## src/rtl/seq_mul.sv

```systemverilog
// Sequential shift-add multiplier: one multiplier bit per clock, LSB first,
// full 2*WIDTH-bit product, optional two's-complement mode, valid/ready on both sides.
module seq_mul #(
    parameter int WIDTH  = 8,
    parameter bit SIGNED = 1'b0
) (
    input  logic               clk,
    input  logic               rst_n,
    input  logic               in_valid_i,
    output logic               in_ready_o,
    input  logic [WIDTH-1:0]   a_i,
    input  logic [WIDTH-1:0]   b_i,
    output logic               out_valid_o,
    input  logic               out_ready_i,
    output logic [2*WIDTH-1:0] result_o,
    output logic               busy_o
);

    localparam int PW = 2 * WIDTH;
    localparam int CW = $clog2(WIDTH + 1);

    localparam logic [1:0] S_IDLE = 2'd0;
    localparam logic [1:0] S_RUN  = 2'd1;
    localparam logic [1:0] S_DONE = 2'd2;

    localparam logic [CW-1:0]    LAST_BIT = CW'(WIDTH - 1);
    localparam logic [CW-1:0]    ONE_C    = CW'(1);
    localparam logic [WIDTH-1:0] ONE_W    = WIDTH'(1);
    localparam logic [PW-1:0]    ONE_P    = PW'(1);

    logic [1:0]       state_q,  state_d;
    logic [CW-1:0]    cnt_q,    cnt_d;
    logic [PW-1:0]    mcand_q,  mcand_d;
    logic [WIDTH-1:0] mplier_q, mplier_d;
    logic [PW-1:0]    acc_q,    acc_d;
    logic [PW-1:0]    result_q, result_d;
    logic             sign_q,   sign_d;

    logic [WIDTH-1:0] a_mag;
    logic [WIDTH-1:0] b_mag;
    logic [PW-1:0]    acc_next;

    // -2^(WIDTH-1) negates to itself, which read as unsigned is the correct magnitude.
    always_comb begin
        a_mag = a_i;
        b_mag = b_i;
        if (SIGNED) begin
            if (a_i[WIDTH-1]) a_mag = ~a_i + ONE_W;
            if (b_i[WIDTH-1]) b_mag = ~b_i + ONE_W;
        end
    end

    assign acc_next = acc_q + (mplier_q[0] ? mcand_q : '0);

    // NOTE: every variable gets a hold default before the case so no path leaves it unassigned (no latches).
    always_comb begin
        state_d  = state_q;
        cnt_d    = cnt_q;
        mcand_d  = mcand_q;
        mplier_d = mplier_q;
        acc_d    = acc_q;
        result_d = result_q;
        sign_d   = sign_q;

        case (state_q)
            S_IDLE: begin
                if (in_valid_i) begin
                    state_d  = S_RUN;
                    cnt_d    = '0;
                    acc_d    = '0;
                    mcand_d  = {{WIDTH{1'b0}}, a_mag};
                    mplier_d = b_mag;
                    sign_d   = SIGNED && (a_i[WIDTH-1] ^ b_i[WIDTH-1]);
                end
            end
            S_RUN: begin
                acc_d    = acc_next;
                mcand_d  = mcand_q << 1;
                mplier_d = mplier_q >> 1;
                cnt_d    = cnt_q + ONE_C;
                if (cnt_q == LAST_BIT) begin
                    state_d  = S_DONE;
                    result_d = sign_q ? (~acc_next + ONE_P) : acc_next;
                end
            end
            S_DONE: begin
                if (out_ready_i) state_d = S_IDLE;
            end
            default: state_d = S_IDLE;
        endcase
    end

    // NOTE: sequential state uses non-blocking assignments only; every register, result included, has a reset value.
    always_ff @(posedge clk or negedge rst_n) begin
        if (!rst_n) begin
            state_q  <= S_IDLE;
            cnt_q    <= '0;
            mcand_q  <= '0;
            mplier_q <= '0;
            acc_q    <= '0;
            result_q <= '0;
            sign_q   <= 1'b0;
        end else begin
            state_q  <= state_d;
            cnt_q    <= cnt_d;
            mcand_q  <= mcand_d;
            mplier_q <= mplier_d;
            acc_q    <= acc_d;
            result_q <= result_d;
            sign_q   <= sign_d;
        end
    end

    assign in_ready_o  = (state_q == S_IDLE);
    assign out_valid_o = (state_q == S_DONE);
    assign busy_o      = (state_q != S_IDLE);
    assign result_o    = result_q;

endmodule
```

## config.mk

```make
export PLATFORM = sky130hd
export DESIGN_NAME = seq_mul
export DESIGN_NICKNAME = d
export VERILOG_FILES = /design/src/rtl/seq_mul.sv
export SDC_FILE = /design/constraint.sdc
export NUM_CORES = 1
export LEC_CHECK = 0
export BUFFER_PORTS_ARGS = -buffer_cell sky130_fd_sc_hd__buf_2
export CORE_ASPECT_RATIO = 1.1
export CORE_MARGIN = 4
export CORE_UTILIZATION = 25
export CTS_BUF_LIST = sky130_fd_sc_hd__clkbuf_16
export DETAILED_ROUTE_END_ITERATION = 7
export PLACE_DENSITY = 0.52
export SLEW_MARGIN = 20
export SYNTH_ARGS = -nofsm -noshare
export SYNTH_HDL_FRONTEND = slang
export SYNTH_SLANG_ARGS = --single-unit
```

## constraint.sdc

```tcl
create_clock -name clk -period 7.5 [get_ports clk]
set_clock_uncertainty 0.15 [all_clocks]
set_input_delay 0.375 -clock clk [delete_from_list [all_inputs] [get_ports clk]]
set_output_delay 0.375 -clock clk [all_outputs]
set_load 0.05 [all_outputs]
```

**Yosys cells after proc, flatten, opt, wreduce, memory -nomap -nowiden**

Cells that the tools add are included.

- Add/subtract/negate cells: 2
- Equal/unequal tests: 6
- Mux-type cells: 13
- Reduce and logical (&&, ||, !) cells: 6

Operator list:

| cell | number |
|---|---|
| case mux 16 bit (2 select lines) | 2 |
| 2-to-1 mux 16 bit | 3 |
| adder 16 bit | 1 |
| case mux 8 bit (2 select lines) | 1 |
| 2-to-1 mux 8 bit | 1 |
| case mux 4 bit (2 select lines) | 1 |
| 2-to-1 mux 2 bit | 3 |
| case mux 2 bit (3 select lines) | 1 |
| adder 4 x 1 -> 4 bit (second input constant) | 1 |
| == test 4 x 3 -> 1 bit (second input constant) | 1 |
| 2-to-1 mux 4 bit | 1 |
| inequality test 2 bit (second input constant) | 2 |
| AND reduction 2 bit | 2 |
| nonzero test 2 bit | 2 |
| AND reduction 3 bit | 1 |
| == test 2 x 1 -> 1 bit (second input constant) | 1 |
| == test 2 bit (second input constant) | 1 |
| zero test 2 bit | 1 |
| inequality test 2 x 1 -> 1 bit (second input constant) | 1 |

- Register bits after elaboration: 62
- Input bits: 20
- Output and inout port bits: 19
- Logic and storage cells: 33

**Depth between registers and ports, before layout**

- Word-level depth: 3
- Gate-level depth with buffers: 10
- Depth with buffers taken out: 9

**Worst setup path before layout**

Ideal clock, no wire load.

- Path kind: register -> register
- From: reg mplier_q[0]
- To: reg result_q[10], in the netlist result_o[10]
- Setup time: 0.125 ns
- Data arrival time: 2.454 ns
- Data required time: 7.225 ns
- Setup slack: 4.771 ns
- Cell stages (with the launch flop): 11
- Buffers on the path: 1
- Clock period less this slack: 2.729 ns
- Cell sequence: dfrtp_1 -> clkbuf_1 -> and2_1 -> ha_1 -> fa_1 -> a21o_1 -> a31oi_4 -> nor4b_2 -> a2111oi_4 -> nor2_2 -> mux2_4

- Word-level cells in the longest chain between the ends: 2

RTL lines:

| what | line | RTL |
|---|---|---|
| start, declared | 34 | `logic [WIDTH-1:0] mplier_q, mplier_d;` |
| start signal, assigned | 107 | `mplier_q <= mplier_d;` |
| 2-to-1 mux 16 bit | 53 | `assign acc_next = acc_q + (mplier_q[0] ? mcand_q : '0);` |
| adder 16 bit | 53 |  |
| end signal, assigned | 109 | `result_q <= result_d;` |
| end, declared | 36 | `logic [PW-1:0] result_q, result_d;` |

No other way between the ends.
A chain may end at the register's enable or synchronous reset.

**Final worst setup path**

Ends and elaborated chain as after synthesis.

==> qor.yml <==
outcome: "completed"
wl_per_cell_um: 14.4
period_share_pct: 38.8
grt_pass1_wl_um: 14400
io_pins: 39
startpoint_type: "flop"
max_freq_mhz: 343
rows: 45
remaining_drc_errors: 0
peakVddDrop_v: 0.000153
via_per_inst: 4.68
die-width_um: 121
grt-ovfl-total: 0
ys_types: 51
total_power_mw: 1.80
end_kind: "flop"
clock-sinks: 62
crit_chain: "and2_1 -> ha_1 -> fa_1 -> a21o_1 -> a31oi_4 -> nor4b_2 -> a2111oi_4 -> nor2_2 -> mux2_4"
cts_max_path_buffers: 2
async_flop_share_pct: 100
cts_resized: 0
design_area_um2: 4200
rsz0062_at_grt: "false"
antenna_found_initial: 0
place.gp.congestion: 0.772
nets: 426
r2r_end: "result_o[10]"
finalMaxSlewViolations: 0
power.density_nw_per_um2: 429
hold_buffers: 0
yosysSeqAreaShare_pct: 44.3
syn_to_final_growth_pct: 19.8
hold_viol: 0
dr.pass1.iters: 4
htreeDepth: 3
post-cts-setup-buffers: 0
finalWorstPathRequiredPeriod_ns: 2.91
dpl_cell_area_um2: 3870
grt_max_degree: 63
coreArea_um2: 13800
whs_ns: 0.0504
final_layout_size_suffix_gt1_share_pct: 18.1
syn_nets: 394
reg2reg_depth: 9
cp_slowest_cell: "dfrtp_1"
synth_top_area_share_pct: 44.3
reg2reg_slack_ns: 4.59
relSlewSlack_pct: 38.3
antenna_cells: 0
die_area_um2: 16000
totalWireLength_um: 8370
synth_top_cells_by_count: "62 x dfrtp_1, 48 x nand2_1, 27 x a21oi_1"
cts_tree: "built"
ant_nets: 0
power.leakage_nw: 2.08
synth_area_um2: 3510
fin_setup_tns_ns: 0
synth.largest_area_cell: "dfrtp_1"
die_h_um: 132
cts-root-buf: "clkbuf_16"
crit_arrival_ns: 2.97
cpPeakStageDelay_ns: 0.54
yosysMostFrequentCell: "dfrtp_1"
drv_cap: 0
synth_area_leaders: "dfrtp_1 44%, ha_1 5.7%, a22o_1 5.5%"
synth-edff-count: 0
clkSlewWorstSetupHoldPaths_ns: 0.06
cts_made_buffers: 9
hp-class: "in -> async"
grt_pass1_vias: 2788
start_util_pct: 25.4
drtIter0Drc: 121
vias: 2720
crit_required_ns: 7.56
portBuffers: 38
clock_latency_ns: 0.32
syn_area_per_cell_um2: 9.82
grt_use_total_pct: 11.1
synth-seq-cells: 62
crit_type: "reg -> reg"
synth_warnings: 0
worst-path-max-fanout: 18
synthFlopType: "dfrtp_1"
dp_hpwl_um: 5730
tightest_slew_ns: 0.923
setup_viol: 0
r2r_start: "mplier_q[0]"
synth_cells: 357
[layout by cell type (no fill, tap or decap), types with 3 or more instances in the layout]
cell       netlist  final
dfrtp_1         62     62
nand2_1         48     48
buf_2            3     38
a21oi_1         27     27
a22o_1          22     22
o21ai_1         16     16
ha_1            16     16
and2_1          15     15
o21ai_0         13     13
nor2_1          12     12
nor2b_1         12     11
clkbuf_16        0      9
inv_1            7      8
a21o_1           8      8
xnor2_1          8      8
and3b_1          8      8
a22oi_1          8      8
nand3_1          6      6
mux2_2           6      6
and3_1           3      3
nand2b_1         3      3
bufinv_16        0      3
buf_4            0      3
[worst max-delay path, delay by kind of cell, from the launching register on]
family          cells  cell delay (ns)
fa+ha+maj           2             0.62
compound gates      3             0.84
flops               1             0.54
mux                 1             0.26
simple gates        3             0.39
[through the flow]
stage	setup slack (ns)	utilization (%)	instances
6_report	4.59	30.5	581
5_1_grt	4.32	30.5	581
4_1_cts	4.53	30.5	581
3_5_place_dp	4.58	28.1	566
3_3_place_gp	4.61	28.1	566
2_1_floorplan	4.77	-	357
[flip-flops by register name, indices dropped and copies added, names as in the netlist]
| register | cells |
|---|---|
| mplier_q | 8 |
| cnt_q | 4 |
| acc_q | 16 |
| state_q | 2 |
| mcand_q | 16 |
| result_o | 16 |
[area by class of cell]
cell class | count | area [um2]
sequential | 62 | 1550
clock buffer | 9 | 225
timing repair buffer | 41 | 213
tap | 188 | 235
multi-input combinational | 268 | 1850
fill | 1432 | 9590
inverter | 7 | 26.3
clock inverter | 6 | 103
[logic make-up after synthesis]
| logic type | synth area share (%) |
|---|---|
| flops | 44.3 |
| buf+inv | 3.21 |
| simple gates | 18.2 |
| compound gates | 22.3 |
| fa+ha+maj | 6.28 |
| mux | 2.64 |
| xor+xnor | 3.14 |
[how the worst max path moves through the flow]
stage	cells past startpoint	from	slack [ns]	end
2_1_floorplan	10	mplier_q[0]	4.77	result_o[10]
3_3_place_gp	9	mplier_q[0]	4.61	result_o[10]
3_5_place_dp	5	state_q[0]	4.58	result_o[9]
4_1_cts	5	state_q[0]	4.53	result_o[9]
5_1_grt	5	state_q[0]	4.32	result_o[9]
6_report	9	mplier_q[0]	4.59	result_o[10]
[where the power goes]
| part | internal [mW] | total (mW) | switching, mW |
|---|---|---|---|
| logic | 0.280 | 0.745 | 0.465 |
| clock network | 0.320 | 0.464 | 0.145 |
| registers | 0.471 | 0.594 | 0.123 |
[per-layer routing]
metal,vias up,wire length [um],share of wire [%],global-route usage [%]
li1,1358,-,-,-
met3,12,432,5.2,2.58
met5,-,0,0,0
met1,1297,4090,49,15.9
met2,53,3710,44,16.3
met4,0,148,1.8,4.22
(Power assumes the default switching activity.)
